===== src/rtl/lab3_cache_line_xfer_unit.sv =====
// Cache line transfer unit: splits one 64B line request into sixteen 4B
// memory transactions, keeps a bounded number of them in flight, and
// returns either the reassembled line (refill) or a write acknowledgement
// (evict) to the cache.
module lab3_cache_line_xfer_unit #(
  parameter int unsigned p_max_inflight = 4,
  parameter int unsigned p_nwords       = 16
) (
  input  logic         clk,
  input  logic         reset,

  input  logic         linereq_val,
  output logic         linereq_rdy,
  input  logic         linereq_type,
  input  logic [31:0]  linereq_addr,
  input  logic [511:0] linereq_data,

  output logic         lineresp_val,
  input  logic         lineresp_rdy,
  output logic         lineresp_type,
  output logic [511:0] lineresp_data,

  output logic         memreq_val,
  input  logic         memreq_rdy,
  output logic         memreq_type,
  output logic [31:0]  memreq_addr,
  output logic [31:0]  memreq_data,

  input  logic         memresp_val,
  output logic         memresp_rdy,
  input  logic [31:0]  memresp_data
);

  // Counters span 0..p_nwords inclusive, so they need one bit more than a
  // word index.
  localparam logic [4:0] cnt_last   = 5'(p_nwords);
  localparam logic [4:0] cnt_max_if = 5'(p_max_inflight);

  typedef enum logic [1:0] {
    IDLE = 2'd0,
    XFER = 2'd1,
    RESP = 2'd2
  } state_t;

  state_t       state_reg, state_next;
  logic [31:0]  base_reg;
  logic         type_reg;
  logic [4:0]   req_cnt_reg, req_cnt_next;
  logic [4:0]   resp_cnt_reg, resp_cnt_next;
  logic [511:0] line_flat;

  logic [4:0]   inflight;
  logic         accept;
  logic         issue;
  logic         resp_fire;
  logic         in_xfer;
  logic         addr_unused;

  // The low six address bits select a byte inside the line and are dropped.
  assign addr_unused = ^linereq_addr[5:0];

  assign in_xfer  = (state_reg == XFER);
  assign inflight = req_cnt_reg - resp_cnt_reg;

  // Handshake qualifiers. A response with nothing outstanding is a protocol
  // error on the memory side and is dropped without counting.
  assign accept    = linereq_val && linereq_rdy;
  assign issue     = memreq_val && memreq_rdy;
  assign resp_fire = in_xfer && memresp_val && (inflight != 5'd0);

  // State and counter registers; reset abandons any transfer in progress.
  always_ff @(posedge clk or negedge reset) begin
    if (!reset) begin
      state_reg    <= IDLE;
      req_cnt_reg  <= 5'd0;
      resp_cnt_reg <= 5'd0;
    end else begin
      state_reg    <= state_next;
      req_cnt_reg  <= req_cnt_next;
      resp_cnt_reg <= resp_cnt_next;
    end
  end

  // Captured request attributes, held for the whole transfer.
  always_ff @(posedge clk or negedge reset) begin
    if (!reset) begin
      base_reg <= 32'd0;
      type_reg <= 1'b0;
    end else if (accept) begin
      base_reg <= {linereq_addr[31:6], 6'b0};
      type_reg <= linereq_type;
    end
  end

  // Next-state and counter update. Issue and response can land in the same
  // cycle; both counters then move and the in-flight count is unchanged.
  always_comb begin
    state_next    = state_reg;
    req_cnt_next  = req_cnt_reg;
    resp_cnt_next = resp_cnt_reg;
    case (state_reg)
      IDLE: begin
        if (accept) begin
          state_next    = XFER;
          req_cnt_next  = 5'd0;
          resp_cnt_next = 5'd0;
        end
      end
      XFER: begin
        if (issue) begin
          req_cnt_next = req_cnt_reg + 5'd1;
        end
        if (resp_fire) begin
          resp_cnt_next = resp_cnt_reg + 5'd1;
        end
        // The response cycle follows the one in which the last word landed.
        if (resp_cnt_next == cnt_last) begin
          state_next = RESP;
        end
      end
      RESP: begin
        if (lineresp_rdy) begin
          state_next = IDLE;
        end
      end
      default: begin
        state_next = IDLE;
      end
    endcase
  end

  // Line buffer, one 32-bit register per word. An evict loads the outgoing
  // data; a refill starts from zero and is filled word by word in response
  // order, so nothing from an earlier line can leak into the result.
  for (genvar gi = 0; gi < 16; gi++) begin : g_word
    logic [31:0] word_reg;

    // Per-word load on capture or on the matching refill response.
    always_ff @(posedge clk or negedge reset) begin
      if (!reset) begin
        word_reg <= 32'd0;
      end else if (accept) begin
        word_reg <= linereq_type ? linereq_data[32*gi +: 32] : 32'd0;
      end else if (resp_fire && !type_reg && (resp_cnt_reg == 5'(gi))) begin
        word_reg <= memresp_data;
      end
    end

    assign line_flat[32*gi +: 32] = word_reg;
  end

  // Output decode. Everything is qualified by state (and reset for the
  // request-ready), so an asserted reset drives every output low at once.
  always_comb begin
    linereq_rdy   = (state_reg == IDLE) && reset;

    memreq_val    = in_xfer && (req_cnt_reg < cnt_last) && (inflight < cnt_max_if);
    memreq_type   = in_xfer && type_reg;
    memreq_addr   = 32'd0;
    memreq_data   = 32'd0;
    if (in_xfer) begin
      memreq_addr = base_reg + {25'd0, req_cnt_reg, 2'b00};
      if (type_reg && (req_cnt_reg < cnt_last)) begin
        memreq_data = line_flat[{req_cnt_reg[3:0], 5'b0} +: 32];
      end
    end

    memresp_rdy   = in_xfer;

    lineresp_val  = (state_reg == RESP);
    lineresp_type = (state_reg == RESP) && type_reg;
    lineresp_data = ((state_reg == RESP) && !type_reg) ? line_flat : 512'd0;
  end

endmodule


===== config.mk =====
export PLATFORM = sky130hd
export DESIGN_NAME = lab3_cache_line_xfer_unit
export DESIGN_NICKNAME = d
export VERILOG_FILES = /design/src/rtl/lab3_cache_line_xfer_unit.sv
export SDC_FILE = /design/constraint.sdc
export NUM_CORES = 2
export LEC_CHECK = 0
export CORE_AREA = 2 2 449 451
export CTS_CLUSTER_SIZE = 12
export DETAILED_ROUTE_END_ITERATION = 16
export DIE_AREA = 0 0 451 453
export GPL_TIMING_DRIVEN = 0
export PLACE_DENSITY_LB_ADDON = 0.25
export SLEW_MARGIN = 20
export SYNTH_ARGS = -nofsm -noshare
export SYNTH_HDL_FRONTEND = slang
export SYNTH_SLANG_ARGS = --single-unit

===== constraint.sdc =====
create_clock -name clk -period 4.8 [get_ports clk]
set_clock_uncertainty 0.05 [all_clocks]
set_input_delay 1.2 -clock clk [delete_from_list [all_inputs] [get_ports clk]]
set_output_delay 1.2 -clock clk [all_outputs]
set_load 0.05 [all_outputs]

==> reports/results.ini <==
[worst_setup_path]
path_class = reg -> out
endpoint_kind = primary output
start_kind = register
required_ns = 3.55
worstPathMaxFanout = 10
crit_slowest_cell = dlygate4sd2_1
crit_chain = nand2b_1, clkbuf_4, clkbuf_1, nor3_1, dlygate4sd2_1
crit_path_max_incr_delay_ns = 0.61
cp.arrival_ns = 3.49
critPathBufInv = 3
critPathTopFamily = buffers and inverters

[drt]
wire_per_inst_um = 38.03
vias = 35000
routed_wl_um = 286800
drc = 0
drt_iter0_markers = 3054
ant_nets = 0
drt_first_pass_iters = 5
drt-vias-per-instance = 4.641

[flow_run]
maxCapViolations = 0

[sta]
period_share_pct = 98.68
drv_slew = 0
hold_violations = 0
finalSetupViolCount = 0
fin_crit_ns = 4.736
slew_headroom_pct = 14.56
worst_pin_slew_ns = 1.282
rsz0062_at_grt = true
setup_ws_ns = 0.06358
max_freq_mhz = 211.1

[logic_synthesis]
avgSynthCellArea_um2 = 9.561
synth_top_area_cell = dfrtp_1
synth.cell_area_um2 = 33400
netlist.area_leader.share_pct = 41.29
synth_fa_ha_area_share_pct = 0.4496
synth_cell_types = 49
synthTopCellsByArea = dfrtp_1, mux2i_1, mux4_2, a21oi_1, nor3_1
synth_top_family_by_area = multiplexers
synth-simple-area-share_pct = 12.37
ys_seq_area_share_pct = 41.29
ys.flop_type = dfrtp_1
synth-xor-area-share_pct = 0.6968
postSynth.asyncResetShare_pct = 100.0
syn_inst = 3493
synth_enable_flop_cells = 0
synth_seq_cells = 551
synth.area.mux_share_pct = 25.33
ys_warn_count = 0
synth_compound_area_share_pct = 9.580

[clock_tree]
cts_buffer_depth = 3
cts_buffers = 81
cts_tree = built
cts_root_buf = clkbuf_16
ctsHtreeMaxLevel = 3
clk_latency_ns = 0.71
cts.sinks = 551
clk_pin_slew_worst_paths_ns = 0.06

[finish]
fillers = 21480
multi_input_comb_area_um2 = 16460
syn_to_final_growth_pct = 57.31
final_cells = 7543
largest_reg_flops = 512
seqCellArea_um2 = 13790
drive_gt1_share_pct = 13.57
design_area_um2 = 52540
nNetsFinal = 5372

[global_route]
grt_pass1_vias = 35900
grt_util_all_layers_pct = 27.13
grt_max_degree = 88
grt_pass1_wl_um = 366200
grt_overflow = 0
antenna_found_initial = 87

[placed_design]
dpl.hpwl_um = 238300
gp_congestion = 0.9545
portBuffers = 1156
dp_slack_ns = -1.042
placed_area_um2 = 48890
dp.cells = 7328

[floorplan]
pin_count = 1165
die_w_um = 451
initial_core_util_pct = 16.76
num_rows = 164
core-area_um2 = 199200
dieArea_um2 = 204300
die_h_um = 453

[pwr]
leakagePower_nw = 23.21
ir_worst_vdd_mv = 0.2941
finalPower_mw = 32.25
power_density_nw_per_um2 = 613.8

[outcome]
status = completed

[min_path]
hp-class = in -> async

-- per-layer routing --
metal	GRT usage, %	wire [µm]	vias to the layer above
li1	-	-	14690
met1	32.76	114100	18370
met2	47.39	144300	1605
met3	5.505	17860	311
met4	9.898	10490	26
met5	0	159	-
-- cells in the final DEF (no fill, tap or decap), drive strengths merged, types with 3 or more instances in the layout --
master / n
and2: 76
or3: 4
diode: 47
nor3: 485
nor2b: 5
nand4: 14
clkinv: 10
o211ai: 3
inv: 495
nand2: 131
nor2: 34
xnor2: 8
a21o: 3
xor2: 16
dlygate4sd1: 4
a21oi: 516
clkbuf: 398
dlymetal6s2s: 44
clkdlybuf4s15: 30
dlygate4sd2: 257
mux4: 160
buf: 166
and3: 38
clkdlybuf4s50: 784
nand3: 23
dfrtp: 551
o21ai: 20
ha: 12
mux2i: 485
bufinv: 7
and4: 4
a221o: 32
-- cells by family (layout without fill, tap and decap cells) --
kind of cell	after synthesis	after routing
fa+ha+maj	12	12
simple gates	824	824
xor+xnor	25	25
mux	645	645
other cells	1	49
flops	551	551
buf+inv	851	2197
compound gates	584	584
-- stage by stage --
stage	hold slack [ns]	TNS (ns)	util, %
after CTS	0.2626	-0.1054	26.24
after global routing	0.3109	-0.005680	26.34
after global placement	0.4324	-	24.24
final	0.3304	0	26.37
after detailed placement	0.4284	-328.95	24.54
after floorplan	0.4023	0	-
-- cell type report --
cell class	instances	area share, %
buffer	357	3.834
antenna	47	0.2239
timing repair buffer	1204	23.24
multi-input combinational	2092	31.34
tap	2656	6.325
clock inverter	24	0.6406
sequential	551	26.25
clock buffer	122	4.649
inverter	490	3.501
-- cell usage after synthesis, types with 2 or more instances --
master    number
clkbuf_1     271
xor2_1        16
and3_1        38
nor2b_1        5
buf_1         30
o211ai_1       3
nand3_1       23
mux4_2       160
a21oi_1      516
a221o_1       32
buf_2         32
ha_1          12
xnor2_1        8
buf_6         25
nand4_1       14
or3_1          4
o21ai_1        9
o21ai_0        5
a211o_1        2
nand2_1      131
a21o_1         3
o21ai_4        6
dfrtp_1      551
buf_4          3
nand2b_1       2
nor4_1         2
nor3_1       485
a31oi_1        2
nor2_1        34
and4_1         4
and2_1        43
inv_1        490
and2_0        32
mux2i_1      485
-- repair_timing --
item / 4_1_cts / 5_1_grt
buffers inserted: 22 / 1
hold buffers: 0 / 0
gates cloned: 3 / 1
resized for setup: 808 / 95
pin swaps: 0 / 0
hold endpoints to repair: 0 / 0
endpoints found under the setup margin: 651 / 109
-- worst register-to-register path, delay by kind of cell (launching register included) --
family / cells / cell delay [ns]
buf+inv: 3 / 2.21
mux: 1 / 0.18
simple gates: 3 / 0.86
compound gates: 1 / 0.14
flops: 1 / 0.42
-- worst paths after layout --
kind	cells after the start	start	slack (ns)	end
max in group asynchronous	4	reset	2.54	g_word[6].word_reg[21]
min reg2reg	2	base_reg[31]	0.44	base_reg[31]
min	1	reset	0.33	g_word[0].word_reg[5]
max	5	state_reg[0]	0.06	lineresp_data[400]
max reg2reg	8	state_reg[1]	0.90	g_word[10].word_reg[10]
min in group clk	2	base_reg[31]	0.44	base_reg[31]
-- power by group --
group	internal (mW)	switching, mW
Clock	3.89	2.64
Combinational	5.87	10.8
Sequential	7.00	2.02
(Power assumes the default switching activity.)
